File: src/rtl/merge2_4b_pkg.sv
// merge2_4b_pkg: shared width default and source encoding for the two-input merge stage
package merge2_4b_pkg;
    localparam int   NBITS_DEF = 4;
    localparam logic SRC_IN0   = 1'b0;
    localparam logic SRC_IN1   = 1'b1;
endpackage

File: src/rtl/merge2_4b_rr_arb2.sv
// rr_arb2: two-requester round-robin arbiter; priority rotates only when a grant is consumed
module rr_arb2 (
    input  logic       clk,
    input  logic       reset,
    input  logic [1:0] req,
    input  logic       en,
    output logic [1:0] grant,
    output logic       grant_idx
);
    logic r_prio;
    always_comb begin
        grant_idx = (req == 2'b11) ? r_prio : req[1];
        grant     = (req == 2'b00) ? 2'b00 : (grant_idx ? 2'b10 : 2'b01);
    end
    always_ff @(posedge clk) begin
        if (reset)
            r_prio <= 1'b0;
        else if (en)
            r_prio <= !grant_idx;
    end
endmodule

File: src/rtl/merge2_4b.sv
// merge2_4b: round-robin merge of two valid/ready streams into a one-entry output register
module merge2_4b
    import merge2_4b_pkg::*;
#(
    parameter int NBITS = NBITS_DEF
) (
    input  logic             clk,
    input  logic             reset,
    input  logic             in0_val,
    output logic             in0_rdy,
    input  logic [NBITS-1:0] in0_msg,
    input  logic             in1_val,
    output logic             in1_rdy,
    input  logic [NBITS-1:0] in1_msg,
    output logic             out_val,
    input  logic             out_rdy,
    output logic [NBITS-1:0] out_msg,
    output logic             out_src
);
    logic             r_out_val;
    logic [NBITS-1:0] r_out_msg;
    logic             r_out_src;
    logic [1:0]       w_grant;
    logic             w_idx;
    logic             w_can_load;
    logic             w_xfer;
    rr_arb2 u_arb (
        .clk       (clk),
        .reset     (reset),
        .req       ({in1_val, in0_val}),
        .en        (w_xfer),
        .grant     (w_grant),
        .grant_idx (w_idx)
    );
    // Draining and loading in the same edge keeps one word per cycle
    always_comb begin
        w_can_load = !r_out_val || out_rdy;
        in0_rdy    = !reset && w_can_load && w_grant[0];
        in1_rdy    = !reset && w_can_load && w_grant[1];
        w_xfer     = in0_rdy || in1_rdy;
        out_val    = r_out_val;
        out_msg    = r_out_msg;
        out_src    = r_out_src;
    end
    always_ff @(posedge clk) begin
        if (reset) begin
            r_out_val <= 1'b0;
            r_out_msg <= '0;
            r_out_src <= SRC_IN0;
        end else if (w_xfer) begin
            r_out_val <= 1'b1;
            r_out_msg <= w_idx ? in1_msg : in0_msg;
            r_out_src <= w_idx ? SRC_IN1 : SRC_IN0;
        end else if (out_rdy) begin
            r_out_val <= 1'b0;
        end
    end
endmodule
File: config.mk
export PLATFORM = sky130hd
export DESIGN_NAME = merge2_4b
export DESIGN_NICKNAME = d
export VERILOG_FILES = /design/src/rtl/merge2_4b_pkg.sv /design/src/rtl/merge2_4b_rr_arb2.sv /design/src/rtl/merge2_4b.sv
export SDC_FILE = /design/constraint.sdc
export NUM_CORES = 1
export LEC_CHECK = 0
export CAP_MARGIN = 20
export CELL_PAD_IN_SITES_DETAIL_PLACEMENT = 1
export CELL_PAD_IN_SITES_GLOBAL_PLACEMENT = 2
export CORE_AREA = 4 4 49 51
export CTS_BUF_LIST = sky130_fd_sc_hd__clkbuf_2
export DETAILED_ROUTE_END_ITERATION = 10
export DIE_AREA = 0 0 53 55
export PLACE_DENSITY = 0.84
export SLEW_MARGIN = 20
export SYNTH_ARGS = -nofsm -noshare
export SYNTH_HDL_FRONTEND = slang
export SYNTH_SLANG_ARGS = --single-unit
File: constraint.sdc
create_clock -name clk -period 1.19 [get_ports clk]
set_input_delay 0.119 -clock clk [delete_from_list [all_inputs] [get_ports clk]]
set_output_delay 0.119 -clock clk [all_outputs]
set_load 0.01 [all_outputs]
# [After elaboration in Yosys (flattened, before gate mapping)]
# Index checks and enable logic that the tools add are counted.
[word_totals] in_bits=13 register_bits=7 elab_cells=22
[op_classes] reduce_logical=10 muxes=7 eq_ne=1
[op_table] operator="two-way mux 1 bit" count=4
[op_table] operator="two-way mux 2 bit" count=2
[op_table] operator="two-way mux 4 bit" count=1
[op_table] operator="logical AND 1 bit" count=3
[op_table] operator="logical NOT 1 bit" count=3
[op_table] operator="equality test 2 bit, second input constant" count=1
[op_table] operator="logical NOT 2 bit" count=1
[op_table] operator="logical OR 1 bit" count=2
[op_table] operator="nonzero test 2 bit" count=1

# [Depth between registers and ports, before layout]
[logic_depth] depth_word=7 mapped_depth=4 depth_no_buf=3

# [Cells and area by module]
# From an unflattened synthesis, not the netlist that was laid out.
[hier_totals] hier_cells=39 area_unflattened_um2=379.1
[by_module_without_submodules] mod="merge2_4b" seq_area_each_um2=120.1 cells_each=32 area_per_inst_um2=304.0 instances=1
[by_module_without_submodules] mod="rr_arb2" seq_area_each_um2=20.0 cells_each=7 area_per_inst_um2=75.1 instances=1

# [Least setup slack after synthesis]
# No wires, ideal clock.
[synth_timing] path_kind="register to output" startpoint="register r_out_val (netlist: out_val)" endpoint="output port in1_rdy" path_slack_ns=0.237 path_buffers=1 path_stages_with_launch=5 t_arrival_ns=0.834 t_required_ns=1.071 path_cell_list="dfxtp_1 > nand2b_4 > buf_6 > nand3_1 > nor2_1"
[synth_via] elab_chain_cells=4
[synth_rtl] item="from (decl)" line="merge2_4b.sv:20" text="logic r_out_val;"
[synth_rtl] item="from (signal assigned)" line="merge2_4b.sv:47" text="r_out_val <= 1'b0;"
[synth_rtl] item="from (signal assigned)" line="merge2_4b.sv:51" text="r_out_val <= 1'b1;"
[synth_rtl] item="from (signal assigned)" line="merge2_4b.sv:55" text="r_out_val <= 1'b0;"
[synth_rtl] item="logical NOT 1 bit" line="merge2_4b.sv:37" text="w_can_load = !r_out_val || out_rdy;"
[synth_rtl] item="logical OR 1 bit" line="merge2_4b.sv:37"
[synth_rtl] item="logical AND 1 bit (2 in a row)" line="merge2_4b.sv:39" text="in1_rdy = !reset && w_can_load && w_grant[1];"
[synth_rtl] item="to (decl)" line="merge2_4b.sv:13" text="output logic in1_rdy,"
# Every way passes these cells.

# [Final worst setup path]
[layout_timing] startpoint="input port out_rdy" endpoint="output port in1_rdy"
[layout_via] elab_chain_cells=3
[layout_rtl] item="from (decl)" line="merge2_4b.sv:16" text="input logic out_rdy,"
[layout_rtl] item="logical OR 1 bit" line="merge2_4b.sv:37"
[layout_rtl] item="logical AND 1 bit (2 in a row)" line="merge2_4b.sv:39"
# Every way passes these cells.

==> reports/results.ini <==
[sta]
setup_ws_ns=0.0492
rsz0062_at_grt=yes
finalHoldViolations=0
slew_viol_final=0
setup_viol=0
slew_headroom_pct=84.0
fmax_ghz=0.877
post-route-min-period_ns=1.14
hold_slack_ns=0.399
worst_pin_slew_ns=0.239
finClkSkew_ns=0.00227
finalCritPeriodShare_pct=95.9

[grt]
grt-ovfl-total=0
grt_max_degree=9
antenna_found_initial=0
track_usage_pct=9.66
grt_pass1_wl_um=2010
grt_pass1_vias=436

[clock_network]
clk_latency_ns=0.23
post-cts-setup-buffers=0
cts_buffer_depth=2
path_clk_slew_ns=0.08
htree_levels=1
cts.sinks=7
tritoncts=built
cts-root-buf=clkbuf_2
cts_made_buffers=3

[layout]
final_common_cell=buf_4
drive_gt1_share_pct=37.0
final_cell_mix=buf_4 (10), clkdlybuf4s50_1 (9), dlygate4sd2_1 (9)
finalNetCount=87
area_growth_syn_to_layout_pct=65.3
n_antenna_cell=0

[synthesis]
synth_nets=56
synthXorXnorAreaFrac_pct=0
syn_area_um2=433
synth-compound-area-share_pct=29.8
muxShareOfSynthArea_pct=0
synthDistinctLibCells=19
synthAdderAreaFrac_pct=0
synth_cells=43
syn_area_per_cell_um2=10.1
synth-seq-cells=7
synth_simple_gate_area_share_pct=25.7
yosysSeqAreaShare_pct=32.4
synth_top_family_by_area=compound AO/OA/AOI/OAI gates
yosysWarnings=0

[placed_design]
routabilityCongestion=0.733
dp_hpwl_um=1040
post-place-ws_ns=-0.448
port_buffers=20

[hold_path]
hp-class=primary input to flip-flop

[routing]
drt-vias-per-instance=4.47
dr.pass1.iters=2
wl_per_cell_um=12.5
wl_um=1250
vias=447
drtIter0Drc=5
drc_errors=0
ant_nets=0

[floorplanning]
core-area_mm2=0.00194
io_pins=21
fp.dieW_um=53
dieArea_mm2=0.00292
row_count=16
die_y_um=55
start_util_pct=22.3

[status]
run_status=finished, final reports clean

[setup_path]
r2r_setup_slack_ns=0.13
reg2reg_depth=4
setup.worst_path.class=primary input to output port
start_kind=primary input
cp.arrival_ns=1.02
critPathMaxFanout=4
worstPathRequired_ns=1.07
cp-startpoint=out_rdy
r2r_end=out_msg[1]
endpoint=in1_rdy
cpPeakStageDelay_ns=0.46
worstReg2RegStart=out_val
critPathCaptureType=output port
critical-path-slowest-cell=clkdlybuf4s50_1
crit_chain=clkdlybuf4s50_1, nand2b_4, nand3_4, nor2_2, buf_2

[power]
vdd_drop_max_mv=0.408
p_leak_nw=0.309
p_per_area_mw_per_mm2=920

[run]
max_cap_viol_count=0

==> stage by stage <==
step                total power, mW  util (%)  std cells  cell area [um2]  setup TNS [ns]
finish                        0.658      36.9        100              716               0
global route                  0.698      36.9        100              716         -0.0347
floorplan                     0.379         -         43              433               0
CTS                           0.669      36.7        100              713               0
global placement              0.492      36.1         96              701           -1.50
detailed placement            0.497      36.1         96              701           -1.65
==> logic make-up (layout without fill, tap and decap cells) <==
logic type      after synthesis  after routing
simple gates                 16             16
compound gates               13             13
flops                         7              7
buf+inv                       7             37
==> sequential cells by signal, summed over array words and instances, names as in the netlist <==
signal and flops:
out_val 1, u_arb.r_prio 1, out_src 1, out_msg 4
==> cell usage after synthesis <==
library cell  n  area (um2)
dfxtp_1       7         140
a21oi_1       5        25.0
nand4_1       4        25.0
inv_1         3        11.3
nand3_1       3        15.0
buf_6         2        22.5
nand2b_4      2        27.5
nand4b_1      2        17.5
nor2_1        2        7.51
nor2b_1       2        12.5
o2111a_1      2        22.5
o311ai_2      2        32.5
a21bo_2       1        10.0
a21oi_2       1        8.76
a311oi_2      1        15.0
and3_1        1        6.26
clkbuf_2      1        5.00
clkbuf_8      1        13.8
o21a_4        1        15.0
==> routing by layer <==
metal  vias up  part of all wire (%)  GRT usage, %  wire length (um)
met2        15                    45          15.3               560
li1        223                     -             -                 -
met5         -                     0             0                 0
met1       207                    46          11.9               579
met4         0                   1.6          5.11                20
met3         2                   7.0          2.68                88
==> worst max-delay path, delay by kind of cell <==
family / cells / cell delay, ns
buffers and inverters: 2 / 0.59
and+or+nand+nor: 3 / 0.32
==> power breakdown <==
part / switching, mW / leakage [nW] / internal (mW)
Sequential: 0.0115 / 0.0585 / 0.256
Clock: 0.0923 / 0.0166 / 0.0894
Combinational: 0.0912 / 0.234 / 0.118
==> timing repair <==
action,in CTS,in global routing
setup endpoints to repair,8,2
hold buffers,0,0
gates resized for setup,20,1
pin swaps,2,3
==> how the worst min path moves through the flow <==
stage,start,slack (ns),to,cells after the start
after floorplan,in0_msg[0],0.30,out_msg[0],2
after global placement,out_msg[3],0.51,out_msg[3],2
after detailed placement,out_msg[3],0.52,out_msg[3],2
after CTS,in1_val,0.38,out_src,3
after global routing,in1_val,0.42,out_src,3
final,in1_val,0.40,out_src,3
==> area by class of cell <==
class	count	area (um2)
Clock buffer	4	20.0
Fill cell	241	1230
Inverter	3	11.3
Multi-Input combinational cell	29	255
Sequential cell	7	141
Tap cell	27	33.8
Timing Repair Buffer	30	254
No activity file was read; power rests on OpenSTA's default activity.
==> patch 1: new RTL, same flow settings <==
Set the package constant `NBITS_DEF` to 3 (it was 4).
--- a/src/rtl/merge2_4b_pkg.sv
+++ b/src/rtl/merge2_4b_pkg.sv
@@ -2,3 +2,3 @@
 package merge2_4b_pkg;
-    localparam int   NBITS_DEF = 4;
+    localparam int   NBITS_DEF = 3;
     localparam logic SRC_IN0   = 1'b0;
Ports: changed (resized in0_msg, in1_msg and out_msg); port bits go from 21 to 18. The function was not compared with the original's and may differ.
==> patch 1 against the original RTL <==
  * The flow now finishes with violations (negative setup slack)
  * Area after synthesis is 26% lower
  * Die area stayed put
  * Sequential cell count is 1 lower
  * Setup slack worse by 0.17 ns
  * Wire length is 7.3% lower
  * Final area is 11% lower
  * Power is 14% lower
  * Sequential share of layout area is 0.62 points lower
  * Clock power is 15% lower
  * Largest cell class is now buffers
==> patch 1: results (changes against the original RTL) <==
metric,value,unit,change
status,finished with violations,,
violations,negative setup slack,,
use_met3,0.0590,,+0.0322
cp_max_fo,10,,+6
post-cts-setup-buffers,2,,+2
worst_pin_slew,0.240,ns,+0.00110 ns
power_switching,0.174,mW,-11%
io_buffer_count,17,,-15%
syn-num-nets,50,,-11%
ir_drop,0.000351,V,-14%
tns,-0.120,ns,-0.120 ns
endpoint,out_msg[2],,
synth_seq_area_share,0.375,,+0.0513
grt_pass1_wl,1.88,mm,-6.2%
clock_skew,0.0135,ns,+0.0113 ns
place_inst,90,,-6.3%
fin_area,634,um2,-11%
clock_cell_area_share,0.0237,,-0.00430
largest_reg_flops,3,,-1
p_leak,0.286,nW,-7.3%
drtIter0Drc,2,,-3
grt.total_usage,0.0930,,-0.00362
drive_gt1_frac,0.348,,-0.0220
fin_ws,-0.120,ns,-0.169 ns
grt_max_degree,11,,+2
post-place-ws,-0.489,ns,-0.0405 ns
placedInstanceArea,584,um2,-17%
grtUsageMet2,0.151,,-0.00207
synthTopCellsByArea,"dfxtp_1, a31oi_1, a311oi_1, a21oi_1, nand3_1",,
via_per_inst,4.29,,-4.0%
inv_count,2,,-1
dp_hpwl,940,um,-10%
whs_path_depth,4,,+1
register_area,121,um2,-14%
reg2reg_to,out_msg[2],,
synth_cell_types,21,,+2
grt_pass1_vias,433,,-0.69%
nonClkBufAreaFrac,0.385,,+0.0297
n_all_buffers,29,,-3.3%
place.gp.congestion,0.715,,-2.5%
min_from,out_rdy,,
r2r_start,u_arb.r_prio,,
syn-instance-count,39,,-9.3%
fin_cells,96,,-4.0%
crit_start,reset,,
cts_resized,19,,-5.0%
setup_viol,1,,+1
critical_path_arrival,1.48,ns,+0.46 ns
min_to,u_arb.r_prio,,
synthTopCellsByCount,"dfxtp_1, a21oi_1, a31oi_1, nand3_1",,
==> patch 1: kinds of logic after synthesis <==
kind of cell | Yosys count | synth area share
AO/OA/AOI/OAI | 14 | 0.285
buffers and inverters | 4 | 0.0703
flip-flops | 6 | 0.375
AND/OR/NAND/NOR | 15 | 0.270
==> patch 1: critical path, stage by stage <==
cell and delay (ns):
clkdlybuf4s50_1 0.48, buf_4 0.21, or4b_1 0.51, a31oi_1 0.17
==> patch 1: layer usage <==
layer / routed length (um) / up-vias
met5: 0 / -
met4: 0 / 0
met3: 86 / 0
met2: 590 / 13
met1: 481 / 189
li1: - / 210
==> patch 1: power groups by stage <==
stage | registers (mW) | clock network, mW | logic, mW
final | 0.225 | 0.155 | 0.185
after global routing | 0.227 | 0.178 | 0.203
after CTS | 0.225 | 0.161 | 0.172
after detailed placement | 0.230 | 0 | 0.179
after global placement | 0.230 | 0 | 0.175
after floorplan | 0.237 | 0 | 0.0635
==> patch 2: new RTL, same settings <==
Without the edit above. Make the reset (`reset`) asynchronous in 2 clocked blocks.
--- a/src/rtl/merge2_4b_rr_arb2.sv
+++ b/src/rtl/merge2_4b_rr_arb2.sv
@@ -14,3 +14,3 @@
     end
-    always_ff @(posedge clk) begin
+    always_ff @(posedge clk or posedge reset) begin
         if (reset)
--- a/src/rtl/merge2_4b.sv
+++ b/src/rtl/merge2_4b.sv
@@ -44,3 +44,3 @@
     end
-    always_ff @(posedge clk) begin
+    always_ff @(posedge clk or posedge reset) begin
         if (reset) begin
Formal check against the unedited RTL: differs if reset is asserted again (counterexample within 4 cycles, from zero or initial values and one cycle with reset high); with reset held inactive, the same outputs for 10 cycles.
==> patch 2 against the original RTL <==
  * Count of clock-buffer cells in the layout did not move
  * Clock skew increased by 0.0014 ns
  * Largest power group is now combinational cells
  * The run now ends with negative setup slack left
  * Area after synthesis shrank 16%
  * Setup slack worse by 0.080 ns
  * Power increased by 26%
  * Wire length down 4.6%
  * Sequential cell count unchanged
  * Final area up 3.0%
  * Sequential share of layout area is 4.0 points higher
==> patch 2: results (changes against the original RTL) <==
metric,value,unit,change
cpPeakStageDelay,0.41,ns,-0.05 ns
place_inst,89,,-7.3%
post-place-ws,-0.507,ns,-0.0586 ns
grt.total_usage,0.0832,,-0.0134
drive_gt1_frac,0.478,,+0.108
worst_pin_slew,0.272,ns,+0.0329 ns
syn-num-nets,45,,-20%
switching_share,0.312,,+0.0152
ir_drop,0.000419,V,+2.5%
violations,negative setup slack,,
setup_viol,2,,+2
status,finished with violations,,
synth_seq_area_share,0.483,,+0.159
tns,-0.0570,ns,-0.0570 ns
drtIter0Drc,1,,-4
syn_area_per_cell,11.3,um2,+13%
wirelength,1.19,mm,-4.6%
hold_path_class,in -> async,,
crit_slowest_cell,dfrtp_1,,
synth_ff_type,dfrtp_1,,
fin_ws,-0.0305,ns,-0.0797 ns
critical_path_arrival,1.37,ns,+0.35 ns
dp_hpwl,940,um,-10%
place.gp.congestion,0.762,,+3.9%
async_flop_share,1.00,,+1.00
synthTopCellsByCount,"dfrtp_1, a2bb2oi_1, o32ai_1",,
grt_pass1_wl,1.74,mm,-13%
synth_cell_types,17,,-2
via_per_inst,4.14,,-7.4%
clock_skew,0.00371,ns,+0.00144 ns
fillers,231,,-4.1%
fin_nets,81,,-6.9%
grt_pass1_vias,422,,-3.2%
p_leak,0.317,nW,+2.8%
synthTopCellsByArea,"dfrtp_1, a2bb2oi_1, o32ai_1, nor3_4, nor2b_4",,
[patch 2: area by class of cell]
| class | count | area (um2) | share of cell area |
|---|---|---|---|
| Timing Repair Buffer | 31 | 265 | 0.360 |
| Multi-Input combinational cell | 23 | 235 | 0.319 |
| Sequential cell | 7 | 175 | 0.238 |
| Tap cell | 27 | 33.8 | 0.0458 |
| Clock buffer | 4 | 20.0 | 0.0272 |
| Inverter | 2 | 7.51 | 0.0102 |
[patch 2: final timing paths]
check,from,endpoint,slack [ns]
min in group clk,in0_val,u_arb.r_prio,0.46
min,reset,out_val,0.24
max,out_val,out_msg[1],-0.03
max reg2reg,out_val,out_msg[1],-0.03
min reg2reg,out_src,out_src,0.50
max in group asynchronous,reset,out_msg[2],0.82
[patch 2: layer usage]
metal	GRT usage	vias to the layer above	wire [um]
li1	-	198	-
met1	0.107	172	590
met2	0.120	19	478
met3	0.0349	0	123
met4	0.0383	0	0
met5	0	-	0
[patch 2: cell families (layout without fill, tap and decap cells)]
| kind of cell | after synthesis | in the layout | share of synthesized area |
|---|---|---|---|
| AO/OA/AOI/OAI | 13 | 13 | 0.290 |
| flip-flops | 7 | 7 | 0.483 |
| buffers and inverters | 2 | 37 | 0.0207 |
| AND/OR/NAND/NOR | 10 | 10 | 0.207 |
[patch 2: metrics by stage]
stage / hold WS (ns) / cell area, um2
2_1_floorplan: -0.107 / 363
3_3_place_gp: 0.455 / 672
3_5_place_dp: 0.462 / 672
4_1_cts: 0.207 / 682
5_1_grt: 0.247 / 737
6_report: 0.244 / 737
[patch 2: worst max-delay path: cells and delay by family, from the launching register on]
| family | cells | cell delay [ns] |
|---|---|---|
| DFF | 1 | 0.41 |
| and+or+nand+nor | 2 | 0.40 |
| AOI/OAI and AO/OA | 1 | 0.19 |
| buffers and inverters | 1 | 0.15 |
[patch 2: what timing repair did]
item | in CTS | in global routing
cloned | 0 | 0
setup endpoints to repair | 8 | 6
setup buffers | 0 | 1
resized for setup | 17 | 9
pin swaps | 2 | 2
[patch 2: power groups by stage]
stage          Sequential (mW)  Clock (mW)  Combinational, mW
3_3_place_gp             0.313           0              0.330
4_1_cts                  0.311       0.181              0.307
2_1_floorplan            0.335           0              0.108
5_1_grt                  0.320       0.201              0.368
6_report                 0.312       0.176              0.342
3_5_place_dp             0.314           0              0.334
